## src/rtl/clk_div_meter_pkg.sv

```systemverilog
// Shared types and constants for the divided-clock period meter.
package clk_div_meter_pkg;

    typedef enum logic {
        S_WAIT_FIRST = 1'b0,
        S_MEASURE    = 1'b1
    } meter_state_e;

    // Width of the consecutive-match counter; holds LOCK_CNT up to 15.
    localparam int unsigned MATCH_W = 4;

    // Largest value a CNT_W-bit counter can hold (2^CNT_W - 1).
    function automatic longint unsigned cnt_max(input int unsigned cnt_w);
        return (64'd1 << cnt_w) - 64'd1;
    endfunction

endpackage

```

## src/rtl/sync_edge_det.sv

```systemverilog
// Two-flop synchroniser followed by a one-cycle rising-edge pulse.
module sync_edge_det (
    input  logic clk,
    input  logic reset,
    input  logic d,
    output logic edge_p
);

    logic sync1_q, sync1_d;
    logic sync2_q, sync2_d;
    logic prev_q,  prev_d;

    // Shift the asynchronous input through the synchroniser and history flop.
    always_comb begin
        sync1_d = d;
        sync2_d = sync1_q;
        prev_d  = sync2_q;
    end

    // Synchroniser and edge-history registers.
    always_ff @(posedge clk) begin
        if (reset) begin
            sync1_q <= 1'b0;
            sync2_q <= 1'b0;
            prev_q  <= 1'b0;
        end else begin
            sync1_q <= sync1_d;
            sync2_q <= sync2_d;
            prev_q  <= prev_d;
        end
    end

    assign edge_p = sync2_q & ~prev_q;

endmodule

```

## src/rtl/clk_div_meter.sv

```systemverilog
// Measures the period of a slow input in clk cycles, with lock and loss-of-signal flags.
module clk_div_meter #(
    parameter int unsigned CNT_W    = 16,
    parameter int unsigned LOCK_CNT = 4,
    parameter int unsigned TOL      = 0
) (
    input  logic             clk,
    input  logic             reset,
    input  logic             en,
    input  logic             sig_in,
    output logic [CNT_W-1:0] period,
    output logic             period_valid,
    output logic             locked,
    output logic             timeout
);
    import clk_div_meter_pkg::*;

    localparam logic [CNT_W-1:0]   CNT_MAX = CNT_W'(cnt_max(CNT_W));
    localparam logic [CNT_W:0]     TOL_V   = (CNT_W + 1)'(TOL);
    localparam logic [MATCH_W-1:0] LOCK_V  = MATCH_W'(LOCK_CNT);

    meter_state_e       state_q, state_d;
    logic [CNT_W-1:0]   cnt_q, cnt_d;
    logic [CNT_W-1:0]   period_q, period_d;
    logic [CNT_W-1:0]   prev_q, prev_d;
    logic [MATCH_W-1:0] match_q, match_d;
    logic               first_q, first_d;
    logic               pv_q, pv_d;
    logic               locked_q, locked_d;
    logic               timeout_q, timeout_d;

    logic               edge_p;
    logic [CNT_W:0]     diff;
    logic               match;

    sync_edge_det u_sync_edge_det (
        .clk    (clk),
        .reset  (reset),
        .d      (sig_in),
        .edge_p (edge_p)
    );

    // Absolute difference between the period just counted and the previous one.
    always_comb begin
        diff  = '0;
        if (cnt_q >= prev_q) begin
            diff = {1'b0, cnt_q} - {1'b0, prev_q};
        end else begin
            diff = {1'b0, prev_q} - {1'b0, cnt_q};
        end
        match = (diff <= TOL_V);
    end

    // Measurement FSM: counter, period capture, lock tracking and timeout.
    always_comb begin
        state_d   = state_q;
        cnt_d     = cnt_q;
        period_d  = period_q;
        prev_d    = prev_q;
        match_d   = match_q;
        first_d   = first_q;
        pv_d      = 1'b0;
        locked_d  = locked_q;
        timeout_d = timeout_q;

        if (!en) begin
            state_d  = S_WAIT_FIRST;
            cnt_d    = '0;
            match_d  = '0;
            locked_d = 1'b0;
        end else begin
            unique case (state_q)
                S_WAIT_FIRST: begin
                    cnt_d = '0;
                    if (edge_p) begin
                        cnt_d     = CNT_W'(1);
                        state_d   = S_MEASURE;
                        timeout_d = 1'b0;
                        first_d   = 1'b1;
                    end
                end
                S_MEASURE: begin
                    if (edge_p) begin
                        period_d  = cnt_q;
                        pv_d      = 1'b1;
                        cnt_d     = CNT_W'(1);
                        timeout_d = 1'b0;
                        prev_d    = cnt_q;
                        first_d   = 1'b0;
                        if (first_q || !match) begin
                            match_d = '0;
                        end else if (match_q != LOCK_V) begin
                            match_d = match_q + MATCH_W'(1);
                        end
                        locked_d = (match_d == LOCK_V);
                    end else if (cnt_q == CNT_MAX) begin
                        timeout_d = 1'b1;
                        locked_d  = 1'b0;
                        match_d   = '0;
                        cnt_d     = '0;
                        state_d   = S_WAIT_FIRST;
                    end else begin
                        cnt_d = cnt_q + CNT_W'(1);
                    end
                end
                default: state_d = S_WAIT_FIRST;
            endcase
        end
    end

    // State and output registers.
    always_ff @(posedge clk) begin
        if (reset) begin
            state_q   <= S_WAIT_FIRST;
            cnt_q     <= '0;
            period_q  <= '0;
            prev_q    <= '0;
            match_q   <= '0;
            first_q   <= 1'b0;
            pv_q      <= 1'b0;
            locked_q  <= 1'b0;
            timeout_q <= 1'b0;
        end else begin
            state_q   <= state_d;
            cnt_q     <= cnt_d;
            period_q  <= period_d;
            prev_q    <= prev_d;
            match_q   <= match_d;
            first_q   <= first_d;
            pv_q      <= pv_d;
            locked_q  <= locked_d;
            timeout_q <= timeout_d;
        end
    end

    assign period       = period_q;
    assign period_valid = pv_q;
    assign locked       = locked_q;
    assign timeout      = timeout_q;

endmodule
```

## config.mk

```make
export PLATFORM = sky130hd
export DESIGN_NAME = clk_div_meter
export DESIGN_NICKNAME = d
export VERILOG_FILES = /design/src/rtl/clk_div_meter_pkg.sv /design/src/rtl/sync_edge_det.sv /design/src/rtl/clk_div_meter.sv
export SDC_FILE = /design/constraint.sdc
export NUM_CORES = 1
export LEC_CHECK = 0
export BUFFER_PORTS_ARGS = -buffer_cell sky130_fd_sc_hd__buf_2
export CORE_ASPECT_RATIO = 2
export CORE_MARGIN = 1
export CORE_UTILIZATION = 45
export CTS_CLUSTER_SIZE = 12
export DETAILED_ROUTE_END_ITERATION = 8
export GPL_ROUTABILITY_DRIVEN = 0
export PLACE_DENSITY_LB_ADDON = 0.08
export SLEW_MARGIN = 15
export SYNTH_ARGS = -nofsm -noshare
export SYNTH_HDL_FRONTEND = slang
export SYNTH_SLANG_ARGS = --single-unit
export TNS_END_PERCENT = 50
```

## constraint.sdc

```tcl
create_clock -name clk -period 3 [get_ports clk]
set_clock_uncertainty 0.05 [all_clocks]
set_input_delay 0.6 -clock clk [delete_from_list [all_inputs] [get_ports clk]]
set_output_delay 0.6 -clock clk [all_outputs]
set_load 0.05 [all_outputs]
```

==> impl_metrics.json <==
{
  "fmax_mhz": 343,
  "critPathSlowestCell": "or4_4",
  "die_h_um": 128,
  "die_w_um": 65.1,
  "cp_common_cell": "buf_6",
  "maxSlewViolCount": 0,
  "worstPathBufferInverterCount": 2,
  "r2r-end": "match_q[0]",
  "grt-ovfl-total": 0,
  "gr-usage-all-layers": 0.274,
  "cp_max_fo": 5,
  "holdWs_ps": 402,
  "worstPathArrival_ps": 3100,
  "grt_pass1_vias": 3644,
  "wire_per_inst_um": 17.4,
  "syn2layout_area_growth_pct": 32.3,
  "yosys_register_bits": 44,
  "ys_seq_area_frac": 0.245,
  "vdd_ir_drop_max_v": 0.000446,
  "first_pass_iters": 5,
  "r2r-start": "prev_q[6]",
  "synthCells": 482,
  "crit_required_ps": 3190,
  "worst-setup-path-type": "flip-flop to flip-flop",
  "cp-startpoint": "prev_q[6]",
  "layout.cells.non_filler": 646,
  "placed_area_sq_um": 4150,
  "n_fill_cell": 737,
  "htreeDepth": 2,
  "root_buffer": "clkbuf_16",
  "io_buffers": 22,
  "p_clk_frac": 0.506,
  "worstMarginPinSlew_ps": 754,
  "clock_latency_ps": 290,
  "grt_pass1_wl_um": 17600,
  "n_antenna_cell": 0,
  "drc": 0,
  "num_io_pins": 23,
  "clock_sinks": 44,
  "sequentialPowerShare": 0.463,
  "hold_buffers": 0,
  "fin_crit_ps": 2910,
  "mappedNetlistArea_sq_um": 3590,
  "start_util": 0.469,
  "cts.path.max_buffers": 2,
  "switching_share": 0.212,
  "routed_via_density": 5.85,
  "cts_tree": "yes",
  "hold_violations": 0,
  "antenna_found_initial": 0,
  "status": "finished clean",
  "drive_above_1_share": 0.321,
  "combPwrFrac": 0.031,
  "worst_setup_path_start_kind": "flip-flop",
  "postSynthAreaPerCell_sq_um": 7.44,
  "crit_family": "compound AO/OA/AOI/OAI gates",
  "reg2reg_depth": 11,
  "yosysUniqueCellTypes": 62,
  "rows": 45,
  "highest_layer": "met4",
  "grt_max_degree": 24,
  "synth_edf_count": 0,
  "dieArea_sq_um": 8360,
  "ant_nets": 0,
  "hp-class": "flip-flop to flip-flop",
  "critical_path.cell_chain": "buf_6 > ha_4 > buf_6 > or3_1 > o31a_1 > or4_4 > nand3_4 > o2111ai_4 > o22ai_4 > a21boi_2 > a31o_1",
  "cts_made_buffers": 5,
  "path_depth": 11,
  "leakage_nw": 1.97,
  "power_density_nw_per_um2": 266,
  "postLayoutCellArea_sq_um": 4750,
  "cap_viol_max_count": 0,
  "post-place-cells": 630,
  "setup_viol": 0,
  "synthesis.nets": 521,
  "routed-via-count": 3778,
  "max_stage_delay_ps": 580,
  "finalPower_w": 0.00126,
  "ys_warn_count": 0,
  "internal_power_w": 0.000995,
  "async_flop_share": 0,
  "fin_crit_sh": 0.971,
  "cts.clk_slew.worst_paths_ps": 70,
  "dr_wl_met3_um": 316,
  "routed_wl_um": 11200,
  "met2_length_um": 5960,
  "core_area_sq_um": 7660,
  "dp_hpwl_um": 8520,
  "wl_met1_um": 4220,
  "rrSetupSlack_ps": 90,
  "p_sw_w": 0.000267,
  "end_kind": "flip-flop",
  "maxSlewHeadroom": 0.496,
  "nets": 590,
  "drtIter0Drc": 212,
  "ys.flop_type": "dfxtp_1",
  "crit_end": "match_q[0]"
}
==> power by group through the flow <==
stage	clock network [W]	logic (W)	registers, W
floorplan	0	0.0000205	0.000600
global placement	0	0.0000329	0.000600
finish	0.000638	0.0000392	0.000585
detailed placement	0	0.0000328	0.000600
global route	0.000665	0.0000429	0.000585
CTS	0.000650	0.0000329	0.000587
==> per-stage QoR <==
stage	TNS, ps	worst slack, ps	utilization
after floorplan	0	11.3	-
after global placement	-368	-99.8	0.542
after detailed placement	-483	-139	0.542
after CTS	0	1.52	0.567
after global routing	-74.7	-41.2	0.620
final	0	87.4	0.620
==> worst min-delay path by stage <==
stage                                        from  slack, ps                endpoint  cells past startpoint
after CTS                 u_sync_edge_det.sync1_q        400  u_sync_edge_det.prev_d                      1
after global placement    u_sync_edge_det.sync1_q        380  u_sync_edge_det.prev_d                      1
after detailed placement  u_sync_edge_det.sync1_q        380  u_sync_edge_det.prev_d                      1
after floorplan           u_sync_edge_det.sync1_q        360  u_sync_edge_det.prev_d                      1
after global routing      u_sync_edge_det.sync1_q        430  u_sync_edge_det.prev_d                      1
final                     u_sync_edge_det.sync1_q        400  u_sync_edge_det.prev_d                      1
==> cells by family after synthesis <==
| group | share of synthesized area |
|---|---|
| multiplexers | 0.00872 |
| buffers and inverters | 0.0701 |
| AO/OA/AOI/OAI | 0.248 |
| XOR/XNOR | 0.0586 |
| adder cells (fa/ha/maj) | 0.122 |
| flip-flops | 0.245 |
| AND/OR/NAND/NOR | 0.248 |
==> placed cells by master (no fill, tap or decap), drive strengths merged, types with 6 or more instances in the layout <==
cell type / n
o31ai: 8
nor2: 29
buf: 83
nor2b: 9
dfxtp: 44
and3: 7
a21o: 8
nor3: 15
inv: 44
nand2: 56
nand4: 8
xor2: 9
ha: 35
a21oi: 51
xnor2: 15
o21a: 10
a31oi: 6
nand3: 22
o21ai: 21
==> sequential cells by signal, indices dropped and copies added (netlist names) <==
signal                   count
timeout                      1
locked                       1
match_q                      4
period_valid                 1
cnt_q                       16
u_sync_edge_det.prev_d       1
state_q                      1
first_q                      1
u_sync_edge_det.sync1_q      1
prev_q                      16
u_sync_edge_det.prev_q       1
==> area by class of cell <==
class / instances / area (sq um) / share of cell area
flip-flops and latches: 44 / 920 / 0.194
multi-input cells: 375 / 2790 / 0.588
inverters: 42 / 158 / 0.0332
well taps: 94 / 118 / 0.0248
repair buffers: 83 / 592 / 0.125
clock inverters: 3 / 45.0 / 0.00949
clock buffers: 5 / 125 / 0.0264
==> routing by layer <==
metal / track usage / up-vias
met4: 0.198 / 0
met3: 0.0311 / 53
met2: 0.494 / 101
met1: 0.282 / 1782
met5: 0 / -
li1: - / 1842
==> cell usage after synthesis (all sizes together) (3+ instances only) <==
cell type	number	area [sq um]
nand2	56	213
a21oi	51	263
dfxtp	44	881
inv	42	158
ha	35	438
nor2	29	109
nand3	22	110
o21ai	21	105
clkbuf	16	60.1
nor3	15	80.1
xnor2	15	131
o21a	10	82.6
nor2b	9	56.3
xor2	9	78.8
a21o	8	60.1
nand4	8	50.1
o31ai	8	65.1
and3	7	48.8
a31oi	6	37.5
buf	5	33.8
nand2b	5	31.3
o211ai	5	37.5
or3	5	31.3
or4	5	41.3
a211oi	4	30.0
nor4	4	25.0
nand3b	3	22.5
nand4b	3	26.3
o31a	3	26.3
==> what timing repair did <==
item | in CTS | in global routing
setup buffers | 0 | 8
resized for setup | 4 | 78
pin swaps | 1 | 19
endpoints found under the setup margin | 5 | 5
Note: power is estimated with default switching activity, not from simulation.
